`config.mk`:
```
export PLATFORM = sky130hd
export DESIGN_NAME = alu_arbiter
export DESIGN_NICKNAME = d
export VERILOG_FILES = /design/src/rtl/alu_arb_pkg.sv /design/src/rtl/alu_arb_rr_picker.sv /design/src/rtl/alu_arbiter.sv
export SDC_FILE = /design/constraint.sdc
export NUM_CORES = 1
export LEC_CHECK = 0
export ABC_AREA = 1
export BUFFER_PORTS_ARGS = -buffer_cell sky130_fd_sc_hd__buf_2
export CAP_MARGIN = 30
export CORE_ASPECT_RATIO = 1.1
export CORE_MARGIN = 8
export CORE_UTILIZATION = 30
export CTS_CLUSTER_SIZE = 16
export DETAILED_ROUTE_END_ITERATION = 16
export GPL_ROUTABILITY_DRIVEN = 0
export PLACE_DENSITY = 0.55
export SLEW_MARGIN = 20
export SYNTH_ARGS = -nofsm -noshare
export SYNTH_HDL_FRONTEND = slang
export SYNTH_SLANG_ARGS = --single-unit
```
`constraint.sdc`:
```
create_clock -name Clock -period 4.6 [get_ports Clock]
set_input_delay 0.46 -clock Clock [delete_from_list [all_inputs] [get_ports Clock]]
set_output_delay 0.46 -clock Clock [all_outputs]
set_load 0.05 [all_outputs]
```
`src/rtl/alu_arb_pkg.sv`:
```
// alu_arb_pkg: states, widths and ALU FunSel codes shared by the ALU arbiter
package alu_arb_pkg;
    typedef enum logic [1:0] {IDLE, EXEC, RESP} state_t;
    localparam int DATA_W   = 32;
    localparam int FUNSEL_W = 5;
    localparam int FLAG_W   = 4;
    localparam logic [4:0] FS_ADD32 = 5'b10100;
    localparam logic [4:0] FS_ADC32 = 5'b10101;
    localparam logic [4:0] FS_SUB32 = 5'b10110;
endpackage

```
`src/rtl/alu_arb_rr_picker.sv`:
```
// alu_arb_rr_picker: two-way round-robin pick, masked to the owner while locked
module alu_arb_rr_picker (
    input  logic [1:0] req,
    input  logic       ptr,
    input  logic       locked,
    input  logic       owner,
    output logic [1:0] gnt,
    output logic       win
);
    logic [1:0] elig;
    always_comb begin
        elig = locked ? (req & (owner ? 2'b10 : 2'b01)) : req;
        win  = (elig == 2'b11) ? ptr : elig[1];
        gnt  = (elig == 2'b00) ? 2'b00 : (win ? 2'b10 : 2'b01);
    end
endmodule

```
`src/rtl/alu_arbiter.sv`:
```
// alu_arbiter: shares one ALU between two requesters with round-robin grant and lock
module alu_arbiter
    import alu_arb_pkg::*;
#(
    parameter int DATA_WIDTH   = DATA_W,
    parameter int FUNSEL_WIDTH = FUNSEL_W,
    parameter int FLAG_WIDTH   = FLAG_W,
    parameter int MAX_LOCK_OPS = 8
) (
    input  logic                    Clock,
    input  logic                    Reset,
    input  logic                    R0_Req,
    input  logic                    R0_Lock,
    input  logic [FUNSEL_WIDTH-1:0] R0_FunSel,
    input  logic [DATA_WIDTH-1:0]   R0_A,
    input  logic [DATA_WIDTH-1:0]   R0_B,
    input  logic                    R0_WF,
    output logic                    R0_Gnt,
    output logic                    R0_Done,
    output logic [DATA_WIDTH-1:0]   R0_Result,
    output logic [FLAG_WIDTH-1:0]   R0_Flags,
    input  logic                    R1_Req,
    input  logic                    R1_Lock,
    input  logic [FUNSEL_WIDTH-1:0] R1_FunSel,
    input  logic [DATA_WIDTH-1:0]   R1_A,
    input  logic [DATA_WIDTH-1:0]   R1_B,
    input  logic                    R1_WF,
    output logic                    R1_Gnt,
    output logic                    R1_Done,
    output logic [DATA_WIDTH-1:0]   R1_Result,
    output logic [FLAG_WIDTH-1:0]   R1_Flags,
    output logic [DATA_WIDTH-1:0]   ALU_A,
    output logic [DATA_WIDTH-1:0]   ALU_B,
    output logic [FUNSEL_WIDTH-1:0] ALU_FunSel,
    output logic                    ALU_WF,
    input  logic [DATA_WIDTH-1:0]   ALU_Out,
    input  logic [FLAG_WIDTH-1:0]   ALU_Flags
);
    localparam int CW = $clog2(MAX_LOCK_OPS + 1);
    state_t state, state_nx;
    logic ptr, locked, owner, wf_q, arb, rel, hold, win;
    logic [CW-1:0] cnt;
    logic [FUNSEL_WIDTH-1:0] fs_q;
    logic [DATA_WIDTH-1:0] a_q, b_q;
    logic [1:0] req, lck, gnt;

    assign req  = {R1_Req, R0_Req};
    assign lck  = {R1_Lock, R0_Lock};
    assign arb  = (state != EXEC) && !Reset;
    // the lock survives a dropped Req only while the owner keeps Lock asserted
    assign rel  = (cnt == CW'(MAX_LOCK_OPS)) || (!req[owner] && !lck[owner]);
    assign hold = locked && !rel;

    alu_arb_rr_picker u_pick (
        .req(req), .ptr(ptr), .locked(hold), .owner(owner), .gnt(gnt), .win(win)
    );

    assign R0_Gnt     = arb && gnt[0];
    assign R1_Gnt     = arb && gnt[1];
    assign R0_Done    = (state == RESP) && !owner;
    assign R1_Done    = (state == RESP) && owner;
    assign R0_Flags   = ALU_Flags;
    assign R1_Flags   = ALU_Flags;
    assign ALU_A      = a_q;
    assign ALU_B      = b_q;
    assign ALU_FunSel = fs_q;
    assign ALU_WF     = (state == EXEC) && wf_q;

    always_comb begin
        state_nx = IDLE;
        state_nx = (state == EXEC) ? RESP : ((gnt != 2'b00) ? EXEC : IDLE);
    end

    always_ff @(posedge Clock or posedge Reset) begin
        if (Reset) begin
            state     <= IDLE;
            ptr       <= 1'b0;
            locked    <= 1'b0;
            owner     <= 1'b0;
            cnt       <= '0;
            wf_q      <= 1'b0;
            fs_q      <= '0;
            a_q       <= '0;
            b_q       <= '0;
            R0_Result <= '0;
            R1_Result <= '0;
        end else begin
            state <= state_nx;
            if (state == EXEC) begin
                if (owner) R1_Result <= ALU_Out;
                else R0_Result <= ALU_Out;
            end else if (gnt != 2'b00) begin
                ptr    <= ~win;
                owner  <= win;
                fs_q   <= win ? R1_FunSel : R0_FunSel;
                a_q    <= win ? R1_A : R0_A;
                b_q    <= win ? R1_B : R0_B;
                wf_q   <= win ? R1_WF : R0_WF;
                locked <= lck[win];
                cnt    <= lck[win] ? (hold ? cnt + 1'b1 : CW'(1)) : '0;
            end else if (locked && rel) begin
                locked <= 1'b0;
                cnt    <= '0;
            end
        end
    end
endmodule

```
==> impl_metrics.json, run 1 <==
{
  "finalMaxSlewViolations": 0,
  "rows": 56,
  "clk-insertion-delay-late_ns": 0.41,
  "ctsHoldBuffers": 0,
  "synth.ff_latch_count": 143,
  "cp-end-kind": "primary output",
  "drt_pass1_iterations": 4,
  "grt_max_degree": 79,
  "tns_ns": 0,
  "r2r_setup_slack_ns": 2.14,
  "final_cells": 1299,
  "setup_viol": 0,
  "die_area_sq_mm": 0.0264,
  "core_area_sq_mm": 0.0212,
  "avgSynthCellArea_sq_um": 8.97,
  "numCtsBuffers": 17,
  "hold_viol": 0,
  "period_minus_slack_ns": 3.22,
  "die_x_um": 156,
  "place_area_sq_mm": 0.00813,
  "worstPathCellList": "inv_1, ha_1, nand3_1, nand2_1, nor2_2, nand3_2, nand3_2, buf_4, nand3_1, nor2_1, buf_2",
  "worst_pin_slew_ns": 0.910,
  "cp_max_fo": 72,
  "maxCapViolations": 0,
  "r2r_end": "ALU_FunSel[3]$_DFFE_PP0P_",
  "syn_to_final_growth_pct": 36.1,
  "drc": 0,
  "clock-sinks": 143,
  "synth_area_sq_mm": 0.00644,
  "final_cell_area_sq_mm": 0.00876,
  "reg2reg_depth": 7,
  "fmax_mhz": 311,
  "worstReg2RegStart": "state[0]$_DFF_PP0_",
  "ys_warn_count": 0,
  "die_h_um": 170,
  "hold_class": "primary input to async pin",
  "layout_worst_path_cycle_share_pct": 69.9,
  "yosysSeqAreaShare_pct": 55.6,
  "cts_root_buf": "clkbuf_16",
  "fin_nets": 1180,
  "avgRoutedWirePerCell_um": 18.2,
  "first_iter_violations": 318,
  "route.vias.total": 6245,
  "placed_cells": 1267,
  "vias_per_cell": 4.81,
  "synth_cell_types": 26,
  "wl_um": 23600,
  "synthCells": 718,
  "startpoint_type": "flop",
  "power.density_mw_per_mm2": 947,
  "p_leak_nw": 4.61,
  "cts_max_level": 4,
  "startpoint": "cnt[0]$_DFFE_PP0P_",
  "irDropWorstVdd_v": 0.000472,
  "crit_arrival_ns": 2.76,
  "slew-limit-headroom_pct": 39.3,
  "total_power_mw": 8.30,
  "syn_nets": 902,
  "grt_pass1_vias": 6289,
  "fin_skew_ns": 0.0107,
  "hold_slack_ns": 0.190,
  "critPathRequiredTime_ns": 4.14,
  "grt_first_pass_wirelength_um": 36100,
  "final_common_cell": "buf_2",
  "dp.final_hpwl_um": 16900,
  "fin_ws_ns": 1.38,
  "pre_cts_ws_ns": 1.75,
  "cts-resized-gates": 0,
  "cp_slowest_cell": "buf_4",
  "final_cell_mix": "buf_2 (315), nand2_1 (146), nand3_1 (144), dfrtp_1 (143), nand4_1 (70)",
  "worstSetupPathType": "flop to primary output",
  "clockBufferDepth": 2,
  "crit_family": "buffers and inverters",
  "cp_slowest_stage_delay_ns": 0.59,
  "status": "finished clean",
  "numPortBuffers": 315,
  "fin_util_pct": 41.3,
  "io_pins": 328,
  "overflow": 0,
  "critPathBufInv": 3,
  "antenna_found_initial": 8,
  "drive_gt1_share_pct": 37.7,
  "cts_setup_buffers": 0,
  "grt_usage_pct": 17.3,
  "tritoncts": "built",
  "ant_nets": 0,
  "initial_core_util_pct": 30.3,
  "rsz0062_at_grt": "no",
  "cts.clk_slew.worst_paths_ns": 0.07
}
-- cell type report --
cell class              instances  area, sq um
well taps                     290          363
inverters                      44          173
flip-flops and latches        143         3580
fillers                      2191        12500
diodes                          1         2.50
repair buffers                325         1680
clock inverters                12          185
clock buffers                  19          443
multi-input cells             465         2340
-- registers in the layout, summed over array words and instances (netlist names) --
name,count
ALU_A,32
ALU_B,32
R0_Result,32
R1_Result,32
ALU_FunSel,5
cnt,4
state,2
locked,1
owner,1
ptr,1
wf_q,1
-- routing by layer --
layer | wire, um | vias up | track usage, % | share of wire (%)
met5 | 85 | - | 0 | 0.36
met4 | 293 | 14 | 4.73 | 1.2
met3 | 2640 | 27 | 8.05 | 11
met2 | 10700 | 285 | 26.9 | 45
met1 | 9860 | 2919 | 21.3 | 42
li1 | - | 3000 | - | -
-- power breakdown --
group | total (mW) | internal (mW) | switching, mW
sequential | 2.21 | 1.88 | 0.323
combinational | 4.62 | 0.987 | 3.63
clock | 1.48 | 0.925 | 0.553
-- logic make-up (layout without fill, tap and decap cells) --
group / count (synthesis) / in the layout / share of synthesized area (%)
AO/OA/AOI/OAI: 67 / 67 / 5.21
XOR/XNOR: 2 / 2 / 0.272
adder cells (fa/ha/maj): 2 / 2 / 0.389
buffers and inverters: 110 / 400 / 8.14
flip-flops: 143 / 143 / 55.6
other: 0 / 1 / 0
AND/OR/NAND/NOR: 394 / 394 / 30.4
-- cell usage after synthesis, drive strengths merged --
master	instances	area [sq um]
o21ai	67	335
buf	42	267
dfrtp	143	3580
nand3b	2	15.0
nand3	156	841
xnor2	1	8.76
nand2	152	583
nor2	10	47.6
xor2	1	8.76
nor3	3	20.0
ha	2	25.0
nand4	71	450
clkbuf	24	90.1
inv	44	168
-- worst max-delay path by stage --
stage,slack [ns],cells after the start,endpoint
floorplan,0.30,1,ALU_A[0]$_DFFE_PP0P_
global route,1.11,11,R1_Gnt
global placement,1.76,11,R1_Gnt
finish,1.38,11,R1_Gnt
CTS,1.31,11,R1_Gnt
detailed placement,1.75,10,R1_Gnt
Power figures use the tool's default switching activity.
==> run 2, diff against run 1 <==
--- a/config.mk
+++ b/config.mk
@@ -14,7 +14,7 @@
 export CTS_CLUSTER_SIZE = 16
 export DETAILED_ROUTE_END_ITERATION = 16
 export GPL_ROUTABILITY_DRIVEN = 0
-export PLACE_DENSITY = 0.55
+export PLACE_DENSITY = 0.57
 export SLEW_MARGIN = 20
 export SYNTH_ARGS = -nofsm -noshare
 export SYNTH_HDL_FRONTEND = slang
==> constraint.sdc (replaced) <==
create_clock -name Clock -period 2.83 [get_ports Clock]
set_input_delay 0.283 -clock Clock [delete_from_list [all_inputs] [get_ports Clock]]
set_output_delay 0.283 -clock Clock [all_outputs]
set_load 0.05 [all_outputs]
==> run 2 against run 1 <==
Compared with the run above: final cell count is essentially flat; via count is 0.46% lower; core utilization up 0.53 points; combinational power increased by 63%; count of clock-buffer cells in the layout shrank 1; critical path depth is 1 lower; power is 65% higher; die area is the same; sequential share of layout area fell by 0.52 points; critical path type unchanged; largest cell class unchanged; largest power group unchanged.
==> impl_metrics.json, run 2 (same netlist as run 1, synthesis figures left out) <==
{
  "status": "finished clean",
  "reg2reg_depth": 13,
  "slew-limit-headroom_pct": 38.2,
  "rsz0062_at_grt": "no",
  "p_sw_share_pct": 53.5,
  "maxCapViolations": 0,
  "hold_depth": 3,
  "fin_nets": 1181,
  "p_sw_mw": 7.34,
  "holdPathEnd": "ALU_A[4]$_DFFE_PP0P_",
  "startpoint_type": "flop",
  "vias_per_cell": 4.79,
  "cp-end-kind": "primary output",
  "num_antenna_cells": 0,
  "fin_skew_ns": 0.0145,
  "numPortBuffers": 315,
  "final_cell_mix": "buf_2 (315), nand2_1 (146), nand3_1 (144), dfrtp_1 (143), nand4_1 (70)",
  "io_pins": 328,
  "grt_max_degree": 79,
  "fmax_mhz": 408,
  "drc": 0,
  "n_fill_cell": 2167,
  "hold_start": "R0_A[4]",
  "cts_root_buf": "clkbuf_16",
  "hold_class": "primary input to flop",
  "dp.final_hpwl_um": 16700,
  "rows": 56,
  "clockBufferDepth": 2,
  "drt_pass1_iterations": 5,
  "route.vias.total": 6216,
  "clock-sinks": 143,
  "worst_pin_slew_ns": 0.927,
  "die_area_sq_mm": 0.0264,
  "grt_usage_pct": 17.7,
  "final_common_cell": "buf_2",
  "die_x_um": 156,
  "setup_viol": 0,
  "core_area_sq_mm": 0.0212,
  "wl_um": 23700,
  "clk-insertion-delay-late_ns": 0.42,
  "cts_setup_buffers": 0,
  "grt_first_pass_wirelength_um": 36900,
  "r2r_setup_slack_ns": 0.53,
  "antenna_found_initial": 5,
  "first_iter_violations": 344,
  "seqCellArea_sq_mm": 0.00358,
  "multiInputGateArea_sq_mm": 0.00234,
  "grt_pass1_vias": 6442,
  "tritoncts": "built",
  "cts_max_level": 4,
  "overflow": 0,
  "irDropWorstVdd_v": 0.000742,
  "ant_nets": 0,
  "seqPwrFrac_pct": 26.3,
  "die_h_um": 170,
  "tns_ns": 0,
  "syn_to_final_growth_pct": 37.9,
  "critPathRequiredTime_ns": 2.55,
  "r2r_end": "ALU_A[2]$_DFFE_PP0P_",
  "p_leak_nw": 4.66,
  "period_minus_slack_ns": 2.45,
  "crit_arrival_ns": 2.17,
  "numCtsBuffers": 17,
  "final_cells": 1298,
  "hold_viol": 0,
  "cts.clk_slew.worst_paths_ns": 0.06,
  "initial_core_util_pct": 30.3,
  "worstReg2RegStart": "cnt[0]$_DFFE_PP0P_",
  "finalMaxSlewViolations": 0,
  "worstSetupPathType": "flop to primary output",
  "clockPowerShare_pct": 18.9,
  "power.density_mw_per_mm2": 1550,
  "avgRoutedWirePerCell_um": 18.3,
  "drive_gt1_share_pct": 37.7,
  "intPower_mw": 6.39,
  "cp_max_fo": 6,
  "combPwrFrac_pct": 54.9,
  "placed_cells": 1267,
  "layout_worst_path_cycle_share_pct": 86.6
}
## run 2: final cells by class
class | count | area share (%)
clock inverter | 12 | 2.62
sequential | 143 | 40.3
timing repair buffer | 326 | 19.7
tap | 290 | 4.09
multi-input combinational | 465 | 26.4
clock buffer | 18 | 4.95
inverter | 44 | 1.93
## run 2: metal layers
layer	vias to the layer above	wire, um	GRT usage (%)
met5	-	50	0
met2	308	10700	27.3
met4	8	569	6.33
met1	2863	9850	21.8
li1	3001	-	-
met3	36	2500	7.56
## run 2: per-stage QoR
step | total power [mW] | setup WS [ns] | area, sq um | utilization [%] | hold slack, ns
final | 13.7 | 0.378 | 8880 | 41.8 | 0.101
after global routing | 14.6 | 0.192 | 8880 | 41.8 | 0.0924
after CTS | 13.9 | 0.309 | 8880 | 41.8 | 0.0757
after detailed placement | 11.3 | 0.513 | 8190 | 38.6 | 0.442
after global placement | 11.2 | 0.567 | 8150 | 38.4 | 0.444
after floorplan | 9.31 | 0.573 | 6440 | - | 0.421
## run 2: power groups by stage
stage,combinational (mW),clock (mW),sequential (mW)
after floorplan,2.46,0,6.85
after global placement,7.56,0,3.60
after detailed placement,7.66,0,3.62
after CTS,7.65,2.66,3.61
after global routing,8.10,2.74,3.75
final,7.53,2.59,3.61
## run 2: worst max-delay path, cell delays in order, from the launching register on
cell and delay [ns]:
dfrtp_1 0.41, inv_1 0.06, ha_1 0.19, nand3_1 0.11
nand4_2 0.16, nor2_1 0.21, nor2_4 0.10, nand2_4 0.09
nand2_1 0.09, nor2_1 0.08, buf_2 0.26
## run 2: how the worst max path moves through the flow
stage / startpoint / endpoint / cells after the start
global placement: cnt[0]$_DFFE_PP0P_ / ALU_B[3]$_DFFE_PP0P_ / 12
global route: cnt[0]$_DFFE_PP0P_ / R1_Gnt / 10
detailed placement: cnt[0]$_DFFE_PP0P_ / ALU_A[24]$_DFFE_PP0P_ / 13
CTS: cnt[0]$_DFFE_PP0P_ / R1_Gnt / 10
finish: cnt[0]$_DFFE_PP0P_ / R0_Gnt / 10
floorplan: cnt[0]$_DFFE_PP0P_ / R0_Gnt / 13
## run 2: timing repair
action,in CTS,in global routing
resized for setup,0,0
endpoints found under the hold margin,21,0
endpoints found under the setup margin,0,0
hold buffers,1,0
